===== config.mk =====
export PLATFORM = sky130hd
export DESIGN_NAME = mda_crtc_regs
export DESIGN_NICKNAME = d
export VERILOG_FILES = /design/src/rtl/mda_pkg.sv /design/src/rtl/mda_sync2.sv /design/src/rtl/mda_crtc_regs.sv
export SDC_FILE = /design/constraint.sdc
export NUM_CORES = 1
export LEC_CHECK = 0
export ABC_AREA = 1
export CAP_MARGIN = 20
export CORE_UTILIZATION = 48
export CTS_BUF_LIST = sky130_fd_sc_hd__clkbuf_16
export DETAILED_ROUTE_END_ITERATION = 12
export PLACE_DENSITY = 0.8
export SYNTH_ARGS = -nofsm -noshare
export SYNTH_HDL_FRONTEND = slang
export SYNTH_SLANG_ARGS = --single-unit

===== constraint.sdc =====
create_clock -name iClk -period 1.8 [get_ports iClk]
set_clock_uncertainty 0.1 [all_clocks]
set_input_delay 0.54 -clock iClk [delete_from_list [all_inputs] [get_ports iClk]]
set_output_delay 0.54 -clock iClk [all_outputs]
set_load 0.005 [all_outputs]

===== src/rtl/mda_pkg.sv =====
// Shared definitions for the MDA CRTC register block: port offsets, CRTC
// register indices, mode latch bit positions and the cursor display modes.
package mda_pkg;

    localparam logic [3:0] OFF_IDX    = 4'h0;
    localparam logic [3:0] OFF_DATA   = 4'h1;
    localparam logic [3:0] OFF_MODE   = 4'h8;
    localparam logic [3:0] OFF_STATUS = 4'hA;

    localparam logic [4:0] REG_R10  = 5'd10;
    localparam logic [4:0] REG_R11  = 5'd11;
    localparam logic [4:0] REG_R12  = 5'd12;
    localparam logic [4:0] REG_R13  = 5'd13;
    localparam logic [4:0] REG_R14  = 5'd14;
    localparam logic [4:0] REG_R15  = 5'd15;
    localparam logic [4:0] REG_R16  = 5'd16;
    localparam logic [4:0] REG_R17  = 5'd17;
    localparam logic [4:0] NUM_REGS = 5'd18;

    localparam int MODE_HIRES_BIT = 0;
    localparam int MODE_VIDEN_BIT = 3;
    localparam int MODE_BLINK_BIT = 5;

    typedef enum logic [1:0] {
        CUR_STEADY     = 2'b00,
        CUR_OFF        = 2'b01,
        CUR_BLINK_FAST = 2'b10,
        CUR_BLINK_SLOW = 2'b11
    } cursor_mode_e;

    // The index and data ports are each mirrored four times in the low half.
    function automatic logic is_index_off(input logic [3:0] off);
        return (off[3] == OFF_IDX[3]) && (off[0] == OFF_IDX[0]);
    endfunction

    function automatic logic is_data_off(input logic [3:0] off);
        return (off[3] == OFF_DATA[3]) && (off[0] == OFF_DATA[0]);
    endfunction

    function automatic logic cursor_on(input cursor_mode_e mode, input logic [4:0] cnt);
        logic on;
        case (mode)
            CUR_STEADY:     on = 1'b1;
            CUR_OFF:        on = 1'b0;
            CUR_BLINK_FAST: on = cnt[3];
            CUR_BLINK_SLOW: on = cnt[4];
            default:        on = 1'b0;
        endcase
        return on;
    endfunction

endpackage


===== src/rtl/mda_sync2.sv =====
// Multi-flop synchroniser bringing an asynchronous level into the iClk domain.
module mda_sync2 #(
    parameter int STAGES = 2
) (
    input  logic iClk,
    input  logic iRstN,
    input  logic iAsync,
    output logic oSync
);

    logic [STAGES-1:0] sync_q;

    // Shift chain; only the last stage is considered metastability-safe.
    always_ff @(posedge iClk or negedge iRstN) begin
        if (!iRstN) begin
            sync_q <= '0;
        end else begin
            sync_q <= {sync_q[STAGES-2:0], iAsync};
        end
    end

    assign oSync = sync_q[STAGES-1];

endmodule


===== src/rtl/mda_crtc_regs.sv =====
// MDA CPU-side I/O responder: 6845 index/data registers, mode latch, status port.
// Optional cursor blink counter is built when MDA_CURSOR_BLINK_EN is defined.
module mda_crtc_regs
    import mda_pkg::*;
#(
    parameter logic [15:0] BASE_PORT   = 16'h03B0,
    parameter logic [7:0]  MODE_RESET  = 8'h29,
    parameter int          SYNC_STAGES = 2
) (
    input  logic        iClk,
    input  logic        iRstN,
    input  logic [15:0] iAddr,
    input  logic [7:0]  iData,
    input  logic        iWr,
    input  logic        iRd,
    output logic [7:0]  oData,
    output logic        oDataValid,
    input  logic        iHSync,
    input  logic        iVSync,
    output logic [13:0] oStartAddr,
    output logic [13:0] oCursorAddr,
    output logic [4:0]  oCursorStart,
    output logic [4:0]  oCursorEnd,
    output logic        oHiRes,
    output logic        oVideoEn,
    output logic        oBlinkEn,
    output logic        oCursorVisible
);

    logic       hit_s, wr_s, rd_s;
    logic [3:0] off_s;
    logic [7:0] rdata_s;
    logic       hs_s, vs_s;

    // Only registers with a consumer are stored; R0-R9 have no effect here.
    logic [4:0] idx_q, idx_d;
    logic [6:0] r10_q, r10_d;
    logic [4:0] r11_q, r11_d;
    logic [5:0] r12_q, r12_d;
    logic [7:0] r13_q, r13_d;
    logic [7:0] r14_q, r14_d;
    logic [7:0] r15_q, r15_d;
    logic       hires_q, hires_d;
    logic       viden_q, viden_d;
    logic       blinken_q, blinken_d;
    logic [7:0] rdata_q, rdata_d;
    logic       rvalid_q, rvalid_d;
    logic       vis_q, vis_d;
`ifdef MDA_CURSOR_BLINK_EN
    logic       vs_prev_q, vs_prev_d;
    logic [4:0] blink_q, blink_d;
`endif

    mda_sync2 #(.STAGES(SYNC_STAGES)) u_hs_sync (
        .iClk   (iClk),
        .iRstN  (iRstN),
        .iAsync (iHSync),
        .oSync  (hs_s)
    );

    mda_sync2 #(.STAGES(SYNC_STAGES)) u_vs_sync (
        .iClk   (iClk),
        .iRstN  (iRstN),
        .iAsync (iVSync),
        .oSync  (vs_s)
    );

    assign hit_s = (iAddr[15:4] == BASE_PORT[15:4]);
    assign off_s = iAddr[3:0];
    assign wr_s  = iWr & hit_s;
    // A simultaneous write wins; the read is dropped.
    assign rd_s  = iRd & ~iWr & hit_s;

    // Read data multiplexer for the addressed port.
    always_comb begin
        rdata_s = 8'hFF;
        if (is_index_off(off_s)) begin
            rdata_s = {3'b000, idx_q};
        end else if (is_data_off(off_s)) begin
            case (idx_q)
                REG_R14:          rdata_s = r14_q;
                REG_R15:          rdata_s = r15_q;
                REG_R16, REG_R17: rdata_s = 8'h00;
                default:          rdata_s = 8'h00;
            endcase
        end else if (off_s == OFF_STATUS) begin
            rdata_s = {4'hF, vs_s, 2'b00, hs_s};
        end else begin
            rdata_s = 8'hFF;
        end
    end

    // Next-state for register file, mode latch, read response and cursor.
    always_comb begin
        idx_d     = idx_q;
        r10_d     = r10_q;
        r11_d     = r11_q;
        r12_d     = r12_q;
        r13_d     = r13_q;
        r14_d     = r14_q;
        r15_d     = r15_q;
        hires_d   = hires_q;
        viden_d   = viden_q;
        blinken_d = blinken_q;

        if (wr_s) begin
            if (is_index_off(off_s)) begin
                idx_d = iData[4:0];
            end else if (is_data_off(off_s)) begin
                if (idx_q < NUM_REGS) begin
                    case (idx_q)
                        REG_R10:          r10_d = iData[6:0];
                        REG_R11:          r11_d = iData[4:0];
                        REG_R12:          r12_d = iData[5:0];
                        REG_R13:          r13_d = iData;
                        REG_R14:          r14_d = iData;
                        REG_R15:          r15_d = iData;
                        REG_R16, REG_R17: r15_d = r15_q;
                        default:          r15_d = r15_q;
                    endcase
                end else begin
                    idx_d = idx_q;
                end
            end else if (off_s == OFF_MODE) begin
                hires_d   = iData[MODE_HIRES_BIT];
                viden_d   = iData[MODE_VIDEN_BIT];
                blinken_d = iData[MODE_BLINK_BIT];
            end else begin
                idx_d = idx_q;
            end
        end else begin
            idx_d = idx_q;
        end

        rvalid_d = rd_s;
        rdata_d  = rd_s ? rdata_s : rdata_q;

`ifdef MDA_CURSOR_BLINK_EN
        vs_prev_d = vs_s;
        blink_d   = (vs_s && !vs_prev_q) ? blink_q + 5'd1 : blink_q;
        vis_d     = cursor_on(cursor_mode_e'(r10_q[6:5]), blink_q);
`else
        vis_d     = (r10_q[6:5] != CUR_OFF);
`endif
    end

    // State registers.
    always_ff @(posedge iClk or negedge iRstN) begin
        if (!iRstN) begin
            idx_q     <= 5'd0;
            r10_q     <= 7'd0;
            r11_q     <= 5'd0;
            r12_q     <= 6'd0;
            r13_q     <= 8'd0;
            r14_q     <= 8'd0;
            r15_q     <= 8'd0;
            hires_q   <= MODE_RESET[MODE_HIRES_BIT];
            viden_q   <= MODE_RESET[MODE_VIDEN_BIT];
            blinken_q <= MODE_RESET[MODE_BLINK_BIT];
            rdata_q   <= 8'd0;
            rvalid_q  <= 1'b0;
            vis_q     <= 1'b1;
`ifdef MDA_CURSOR_BLINK_EN
            vs_prev_q <= 1'b0;
            blink_q   <= 5'd0;
`endif
        end else begin
            idx_q     <= idx_d;
            r10_q     <= r10_d;
            r11_q     <= r11_d;
            r12_q     <= r12_d;
            r13_q     <= r13_d;
            r14_q     <= r14_d;
            r15_q     <= r15_d;
            hires_q   <= hires_d;
            viden_q   <= viden_d;
            blinken_q <= blinken_d;
            rdata_q   <= rdata_d;
            rvalid_q  <= rvalid_d;
            vis_q     <= vis_d;
`ifdef MDA_CURSOR_BLINK_EN
            vs_prev_q <= vs_prev_d;
            blink_q   <= blink_d;
`endif
        end
    end

    assign oData          = rdata_q;
    assign oDataValid     = rvalid_q;
    assign oStartAddr     = {r12_q, r13_q};
    assign oCursorAddr    = {r14_q[5:0], r15_q};
    assign oCursorStart   = r10_q[4:0];
    assign oCursorEnd     = r11_q;
    assign oHiRes         = hires_q;
    assign oVideoEn       = viden_q;
    assign oBlinkEn       = blinken_q;
    assign oCursorVisible = vis_q;

endmodule


After elaboration in Yosys (flattened, before gate mapping)
Index checks and enable logic that the tools add are counted.
- logic and storage cells: 48
- register bits: 64
- magnitude comparators: 1
- bitwise gates (word level): 8
- mux-type cells: 4
- reduce and logical (&&, ||, !) cells: 10
- equality and inequality tests: 10
- operators with widths (cell ; number):
    5-bit by 4-bit == test with 1-bit output, second input constant ; 6
    5-bit AND reduction ; 6
    8-bit two-way mux ; 2
    8-bit case mux with 2 select lines ; 1
    12-bit by 6-bit == test with 1-bit output, second input constant ; 1
    4-bit == test, second input constant ; 2
    5-bit < comparator, second input constant ; 1
    1-bit inverter ; 5
    4-bit two-way mux ; 1
    4-bit AND reduction ; 1
    1-bit AND ; 3
    1-bit logical AND ; 2
    2-bit by 1-bit != test with 1-bit output, second input constant ; 1
    2-bit AND reduction ; 1

Depth between registers and ports, before layout
Gate-level depths: netlist of run 1.
- word-level depth: 4
- mapped depth: 9

By module
A second synthesis of run 1 with hierarchy kept.
- cells, all modules: 360
- area total of the unflattened synthesis: 3027.9 um2
- by module, submodules not included (module ; times used ; area each (um2) ; cells an instance):
    mda_crtc_regs ; 1 ; 2927.8 ; 356
    mda_sync2 ; 2 ; 50.0 ; 2

Worst setup path before layout of run 1
OpenSTA, ideal clock, no wires.
- path kind: input-to-reg
- start point: input port iAddr[12]
- end point: register r12_q[3]
- arrival time: 1.438 ns
- slack: 0.142 ns
- path buffers: 1
- library setup time: 0.121 ns
- cell stages on the path: 9
- cell sequence: inv_1 > nand2_1 > nor2_2 > nand3_1 > nor2_4 > nand3_1 > buf_2 > nand2_1 > o21ai_1
- word-level cells in the longest chain between the ends: 3
- ends and longest elaborated chain (element ; line ; RTL):
    from (decl) ; mda_crtc_regs.sv:12 ; input logic [15:0] iAddr,
    12-bit by 6-bit == test with 1-bit output ; mda_crtc_regs.sv:68 ; assign hit_s = (iAddr[15:4] == BASE_PORT[15:4]);
    1-bit AND ; mda_crtc_regs.sv:70 ; assign wr_s = iWr & hit_s;
    5-bit AND reduction (no source line) ; -- ;
    to (signal assigned) ; mda_crtc_regs.sv:171 ; r12_q <= r12_d;
    to (decl) ; mda_crtc_regs.sv:39 ; logic [5:0] r12_q, r12_d;
Every way passes these cells.
A chain may end at the register's enable or synchronous reset.

Worst setup path in the final report of run 1
- start point: register viden_q (netlist: oVideoEn)
- end point: output port oVideoEn
- RTL lines (element ; line ; RTL):
    from (decl) ; mda_crtc_regs.sv:44 ; logic viden_q, viden_d;
    from (signal assigned) ; mda_crtc_regs.sv:158 ; viden_q <= MODE_RESET[MODE_VIDEN_BIT];
    from (signal assigned) ; mda_crtc_regs.sv:176 ; viden_q <= viden_d;
    to (decl) ; mda_crtc_regs.sv:25 ; output logic oVideoEn,
No word-level cell between the ends.

==> reports/metrics.cfg, run 1 <==
[status]
status=complete, no violations

[worst_setup_path]
rr_startpoint=idx_q[1]
cp-end-kind=primary output
cp_max_fo=2
cpLargestDelayFamily=flip-flops
worstSetupStartpointType=flop
r2r_slack_ps=170
crit_type=flop to primary output
cpMaxStageDelayCell=dfstp_2
max_stage_delay_ps=520
cp.arrival_ps=1070
reg2regPathDepth=8
crit_buf_inv=1
critPathRequiredTime_ps=1160
path_cells=dlygate4sd2_1
r2r-end=oCursorEnd[1]

[route]
drt_iter0_markers=217
final_antenna_net_count=0
drc=0
wl_mm=7.98
wl_per_cell_um=14.2
via_count=2841
drt_first_pass_iters=5
vias_per_cell=5.04

[synthesis]
seq_area_frac_synth=0.540
ys_types=22
netlist_area_um2=2970
syn_area_per_cell_um2=8.10
yosys_warnings=0
ys_seq_elements=64
synth.area.top_cells=dfrtp_1 50%, nand2_1 21%, inv_1 3.9%
syn-num-nets=397
synth_top_area_frac=0.505
yosysTopAreaCell=dfrtp_1
syn_inst=367

[floorplanning]
rows=28
fp.dieW_um=80.7
start_util=0.499
die_y_um=80.7
io_pins=81
die_area_um2=6510
design.core.area_um2=5960

[clock_network]
cts_sinks=64
cts_root_buf=clkbuf_16
cts_buffer_depth=2
clkTransAtPathRegs_ps=50
cts_buffers=9
htree_levels=3
cts_tree=yes
cts_hold_buf=0
clkLatencyLatePin_ps=330

[sta]
maxSlewViolCount=0
maxSlewHeadroom=0.697
layout_setup_ws_ps=87.6
tightest_slew_ps=453
hold_violations=0
post-route-period-util=0.951
hold_ws_ps=110
clock.fmax_mhz=584
min_period_ps=1710
setup_viol=0

[grt]
grt_pass1_vias=2776
track_usage=0.267
grt_pass1_wl_mm=12.8
overflow=0
antenna_found_initial=0
grt_max_degree=65

[placed_design]
numPortBuffers=80
place_congestion=0.846
place_ws_ps=-466
dp_hpwl_mm=5.36

[pwr]
p_leak_nw=2.54
ir_worst_vdd_uv=531
pwr_density_cell_nw_per_um2=755

[final_layout]
drive_gt1_frac=0.190
diodes=0
nNetsFinal=514
synthToLayoutAreaGrowth_pct=46.9

[flow_run]
drv_cap=0

[min_path]
min_path_type=input pin to asynchronous set/reset pin

power by group:
part	internal, mW	switching [mW]
combinational	0.0771	0.102
clock	1.06	0.613
sequential	1.45	0.00186
total	2.58	0.717
area by class of cell:
| type | count | area [um2] |
|---|---|---|
| Sequential cell | 64 | 1610 |
| Multi-Input combinational cell | 250 | 1170 |
| Tap cell | 75 | 93.8 |
| Clock buffer | 9 | 225 |
| Clock inverter | 7 | 63.8 |
| Timing Repair Buffer | 122 | 1070 |
| Fill cell | 467 | 1590 |
| Inverter | 37 | 139 |
synthesized netlist by cell type:
cell and n:
nand2_1 165, dfrtp_1 60, inv_1 31, nand3_1 23, nand4_1 16, nor2_1 12
buf_4 11, o21ai_0 8, inv_2 6, o21ai_1 6, dfstp_2 4, nor2_4 4
a21oi_1 3, buf_2 3, nand2_2 3, nor2_2 3, nor3_1 3, nor3_4 2
a21oi_2 1, buf_6 1, clkbuf_1 1, nand4_2 1
timing repair:
| item | in CTS | in global routing |
|---|---|---|
| gates resized for setup | 64 | 17 |
| setup endpoints to repair | 104 | 48 |
| buffers inserted | 19 | 3 |
| gates cloned | 0 | 0 |
| pin swaps | 11 | 6 |
flip-flops by register name (all words and copies together), names as in the netlist, 2 cells and up:
signal            flops
oData                 8
r13_q                 8
r14_q                 8
r15_q                 8
r10_q                 7
r12_q                 6
idx_q                 5
oCursorEnd            5
u_hs_sync.sync_q      2
u_vs_sync.sync_q      2
metrics by stage:
stage / setup TNS (ps) / utilization / cell area (um2) / instances / power [mW]
floorplan: 0 / - / 2970 / 367 / 1.51
global placement: -21530 / 0.657 / 3910 / 526 / 1.65
detailed placement: -22880 / 0.657 / 3910 / 526 / 1.65
CTS: 0 / 0.720 / 4290 / 561 / 3.30
global route: -11.3 / 0.733 / 4370 / 564 / 3.39
finish: 0 / 0.733 / 4370 / 564 / 3.30
worst max-delay path by stage:
| stage | start | endpoint | slack [ps] | cells past startpoint |
|---|---|---|---|---|
| 6_report | oVideoEn | oVideoEn | 90 | 1 |
| 5_1_grt | iAddr[15] | oCursorEnd[0] | -10 | 9 |
| 3_5_place_dp | iAddr[7] | r13_q[3] | -470 | 10 |
| 4_1_cts | oCursorEnd[4] | oCursorEnd[4] | 3 | 1 |
| 2_1_floorplan | iAddr[12] | r12_q[3] | 140 | 9 |
| 3_3_place_gp | iAddr[7] | r13_q[5] | -430 | 10 |
worst register-to-register path, cell delays in order, from the launching register on:
cell,delay [ps]
dfrtp_1,440
inv_2,100
nand3_1,80
a21oi_2,200
inv_2,90
nor2_4,170
buf_6,160
nand4_1,120
nand2_1,110
placed cells by master, fill, tap and decap left out, types with 2 or more instances in the layout:
| cell type | n |
|---|---|
| nand2_1 | 162 |
| dfrtp_1 | 60 |
| dlygate4sd2_1 | 60 |
| buf_4 | 38 |
| inv_1 | 31 |
| nand3_1 | 20 |
| nand4_1 | 16 |
| clkdlybuf4s50_1 | 14 |
| nor2_1 | 10 |
| clkbuf_16 | 9 |
| o21ai_0 | 8 |
| inv_2 | 7 |
| nand2_2 | 6 |
| o21ai_1 | 6 |
| nor2_4 | 5 |
| dlymetal6s2s_1 | 5 |
| nor2_2 | 4 |
| dfstp_2 | 4 |
| nand3_2 | 3 |
| a21oi_1 | 3 |
| clkinv_2 | 3 |
| buf_6 | 3 |
| nor3_2 | 2 |
| nor3_4 | 2 |
| clkinvlp_4 | 2 |
metal layers:
metal	wire length, um	vias up	GRT usage
met5	0	-	0
met4	138	0	0.0964
met3	487	15	0.0682
met2	4000	105	0.448
met1	3350	1343	0.332
li1	-	1378	-
logic make-up (layout without fill, tap and decap cells):
| group | after synthesis | in the layout | share of synthesized area |
|---|---|---|---|
| and+or+nand+nor | 232 | 232 | 0.344 |
| DFF | 64 | 64 | 0.540 |
| buffers and inverters | 53 | 175 | 0.0846 |
| AOI/OAI and AO/OA | 18 | 18 | 0.0316 |
Note: power is estimated with default switching activity, not from simulation.
==> run 2: changes to the inputs <==
Settings changed: PLACE_DENSITY 0.8 to 0.9.
==> run 2 against run 1 <==
  * First-iteration DRC count decreased by 20%
  * Cell area increased by 2.1%
  * Sequential share of layout area decreased by 0.76 points
  * Global-route usage increased by 1.3 points
  * Combinational power about the same
  * Count of clock-buffer cells in the layout unchanged
  * Via count increased by 6.2%
  * Final cell count increased by 0.18%
  * Critical path depth increased by 8
  * Wire length increased by 10%
  * Critical endpoint is now oCursorEnd[0]
==> reports/metrics.cfg, run 2 (synthesis results as in run 1) <==
[clock_network]
cts_sinks=64
cts_tree=yes
cts_root_buf=clkbuf_16
htree_levels=3
cts_buffers=9
cts_hold_buf=0
clkTransAtPathRegs_ps=50
cts_buffer_depth=2
clkLatencyLatePin_ps=330

[final_layout]
layout_commonest_cell=nand2_1
diodes=0
fin_cells=565
nNetsFinal=515
synthToLayoutAreaGrowth_pct=50.0
drive_gt1_frac=0.194
fillers=423
fin_util=0.749
mostFrequentLayoutCells=162 x nand2_1, 60 x dfrtp_1, 55 x dlygate4sd2_1

[placed_design]
dp_hpwl_mm=5.75
place_congestion=0.841
dp.cells=525
place_ws_ps=-392
numPortBuffers=80

[pwr]
ir_worst_vdd_uv=700
p_leak_nw=2.58
power_mw=3.60
pwr_density_cell_nw_per_um2=807

[route]
wl_mm=8.79
via_count=3016
wl_per_cell_um=15.6
drt_iter0_markers=173
final_antenna_net_count=0
vias_per_cell=5.34
drt_first_pass_iters=5
drc=0

[worst_setup_path]
worstSetupStartpointType=input pin
cp_max_fo=7
cp-end-kind=flop
cp.arrival_ps=1870
critPathRequiredTime_ps=1910
crit_type=input pin to flop

[sta]
maxSlewViolCount=0
min_period_ps=1760
hold_violations=0
setup_tns_ps=0
setup_viol=0
tightest_slew_ps=456
post-route-period-util=0.977
maxSlewHeadroom=0.695
clock.fmax_mhz=569
layout_setup_ws_ps=41.2

[grt]
overflow=0
antenna_found_initial=0
grt_pass1_vias=2847
track_usage=0.279
grt_max_degree=40
grt_pass1_wl_mm=13.3

[status]
status=complete, no violations

[floorplanning]
design.core.area_um2=5960
die_area_um2=6510
start_util=0.499
fp.dieW_um=80.7
io_pins=81
rows=28
die_y_um=80.7

[min_path]
min_path_type=input pin to asynchronous set/reset pin

[flow_run]
drv_cap=0

-- run 2: critical path, cell delays in order --
cell and delay (ps):
clkdlybuf4s15_1 170, inv_1 60, nand2_1 60, nor2_2 140, nand3_2 100, nor2_4 280, nand4_1 290, nand2_1 160
nand2_1 70
-- run 2: metrics by stage --
step / hold WS (ps) / area (um2)
global route: 52.6 / 4460
CTS: 36.7 / 4360
global placement: 238 / 3920
finish: 28.7 / 4460
floorplan: 144 / 2970
detailed placement: 238 / 3920
-- run 2: routing by layer --
metal  routed length [um]  share of wire  vias up  GRT usage
met4                  214          0.024        0      0.113
met3                  712          0.081       25     0.0750
met2                 4410           0.50      162      0.469
met1                 3440           0.39     1445      0.340
li1                     -              -     1384          -
met5                    0              0        -          0
-- run 2: final cells by class --
cell class,count,area (um2),share of cell area
flip-flops and latches,64,1610,0.360
clock inverters,7,111,0.0250
repair buffers,123,1100,0.247
clock buffers,9,225,0.0505
well taps,75,93.8,0.0210
inverters,37,139,0.0311
multi-input cells,250,1180,0.265
-- run 2: timing repair --
item	CTS	global route
setup endpoints to repair	87	39
resized for setup	71	26
pin swaps	15	14
cloned	0	1
setup buffers	21	2
-- run 2: final timing paths --
| path | start | endpoint | slack [ps] | cells after the start |
|---|---|---|---|---|
| worst max-delay path | iAddr[13] | oCursorEnd[0] | 40 | 9 |
| worst min-delay path | iRstN | oData[0] | 30 | 1 |
| worst max register to register | idx_q[1] | oCursorEnd[0] | 140 | 7 |
| worst min register to register | u_vs_sync.sync_q[0] | u_vs_sync.sync_q[1] | 240 | 0 |
| min in group iClk | u_vs_sync.sync_q[0] | u_vs_sync.sync_q[1] | 240 | 0 |
| max in group asynchronous | iRstN | oCursorVisible | 1010 | 2 |
-- run 2: power by group --
| group | total, mW | leakage [nW] | switching (mW) | internal (mW) |
|---|---|---|---|---|
| Clock | 1.97 | 0.168 | 0.630 | 1.34 |
| Sequential | 1.45 | 0.871 | 0.00161 | 1.45 |
| Combinational | 0.182 | 1.54 | 0.104 | 0.0777 |
==> run 3: changes to the inputs <==
Settings changed: CELL_PAD_IN_SITES_DETAIL_PLACEMENT set to 1, CELL_PAD_IN_SITES_GLOBAL_PLACEMENT set to 1, CORE_UTILIZATION 48 to 35, REMOVE_ABC_BUFFERS set to 1.
==> run 3 against run 2 <==
  * The flow now finishes with violations (setup timing)
  * Die area is 36% higher
  * Sequential share of layout area is 0.16 points lower
  * Cell area rose by 0.53%
  * Register-to-register slack worse by 180 ps
  * Via count is 0.80% higher
  * Hold slack improved by 84 ps
  * First-iteration DRC count up 32%
  * Clock power down 13%
  * Critical path depth unchanged
  * Count of clock-buffer cells in the layout did not move
  * Total power is 7.1% lower
==> reports/metrics.cfg, run 3 (synthesis results as in run 1) <==
[clock_network]
cts_sinks=64
cts_root_buf=clkbuf_16
cts_buffers=9
cts_tree=yes
clkTransAtPathRegs_ps=60
clkLatencyLatePin_ps=340
cts_buffer_depth=2
htree_levels=3

[status]
status=finished with violations
violations=setup timing

[worst_setup_path]
cpMaxStageDelayCell=dfrtp_1
reg2regPathDepth=9
critPathRequiredTime_ps=1910
cp-end-kind=flop
startpoint=idx_q[2]
worstSetupStartpointType=flop
path_cells=inv_2 > nand3_1 > a21oi_2 > inv_2 > nor2_4 > buf_6 > nand2_4 > nand2_1 > nand2_1
cp.arrival_ps=1950
r2r_slack_ps=-40
max_stage_delay_ps=480
crit_type=flop to flop
cpLargestDelayFamily=simple AND/OR/NAND/NOR gates
rr_startpoint=idx_q[2]
cp.depth=9
cp_max_fo=8
crit_buf_inv=3

[route]
final_antenna_net_count=0
drt_iter0_markers=228
drc=0
via_count=3040
vias_per_cell=5.09
drt_first_pass_iters=4
wl_per_cell_um=18.3
wl_mm=10.9

[grt]
antenna_found_initial=0
overflow=0
grt_pass1_vias=3229
track_usage=0.256
grt_max_degree=65
grt_pass1_wl_mm=16.6

[sta]
maxSlewViolCount=0
clock.fmax_mhz=543
setup_viol=2
tightest_slew_ps=543
post-route-period-util=1.02
min_period_ps=1840
setup_tns_ps=-42.2
layout_setup_ws_ps=-40.1
maxSlewHeadroom=0.635
hold_violations=0

[floorplanning]
design.core.area_um2=8220
io_pins=81
rows=33
fp.dieW_um=94.2
die_area_um2=8870
die_y_um=94.2
start_util=0.362

[pwr]
pwr_density_cell_nw_per_um2=746
power_mw=3.35
p_leak_nw=2.56
ir_worst_vdd_uv=420

[placed_design]
place_congestion=0.789
dp.cells=558
place_area_um2=3970
dp_hpwl_mm=6.56
numPortBuffers=80

[final_layout]
layout_commonest_cell=nand2_1
fin_cells=597
drive_gt1_frac=0.215
mostFrequentLayoutCells=154 x nand2_1, 60 x dlygate4sd2_1, 59 x dfrtp_1
synthToLayoutAreaGrowth_pct=50.8
diodes=0
fillers=998
final_area_um2=4480
nNetsFinal=517
fin_util=0.546

[min_path]
min_path_type=input pin to asynchronous set/reset pin

[flow_run]
drv_cap=0

-- run 3: metal layers --
metal,wire (um),vias up,global-route usage
li1,-,1383,-
met1,4330,1503,0.298
met2,5660,120,0.447
met3,586,34,0.0647
met4,340,0,0.0974
met5,0,-,0
-- run 3: per-stage QoR --
step                      worst slack, ps  hold WS, ps
after floorplan                      -225          144
after global placement               -401          241
after detailed placement             -464          237
after CTS                            20.0          135
after global routing                -96.2          156
final                               -40.1          112
-- run 3: what timing repair did --
| item | in CTS | in global routing |
|---|---|---|
| setup buffers | 18 | 4 |
| hold buffers | 0 | 0 |
| pin swaps | 12 | 12 |
| gates cloned | 0 | 1 |
| resized for setup | 78 | 26 |
| setup endpoints to repair | 101 | 51 |
-- run 3: area by class of cell --
cell class | count | area [um2] | area share
tap | 105 | 131 | 0.0293
inverter | 37 | 139 | 0.0310
sequential | 64 | 1610 | 0.359
multi-input combinational | 250 | 1200 | 0.268
clock buffer | 9 | 225 | 0.0502
clock inverter | 7 | 63.8 | 0.0142
timing repair buffer | 125 | 1120 | 0.249
-- run 3: worst paths after layout --
path	endpoint
worst max-delay path	r15_q[6]
worst min-delay path	u_hs_sync.sync_q[1]
worst max register to register	r15_q[6]
worst min register to register	u_vs_sync.sync_q[1]
max in group asynchronous	oBlinkEn
min in group iClk	u_vs_sync.sync_q[1]
-- run 3: where the power goes --
part	total (mW)	internal, mW	leakage (nW)	switching [mW]
Combinational	0.188	0.0783	1.54	0.110
Sequential	1.45	1.45	0.869	0.00180
Clock	1.71	1.06	0.144	0.652
Total	3.35	2.58	2.56	0.764
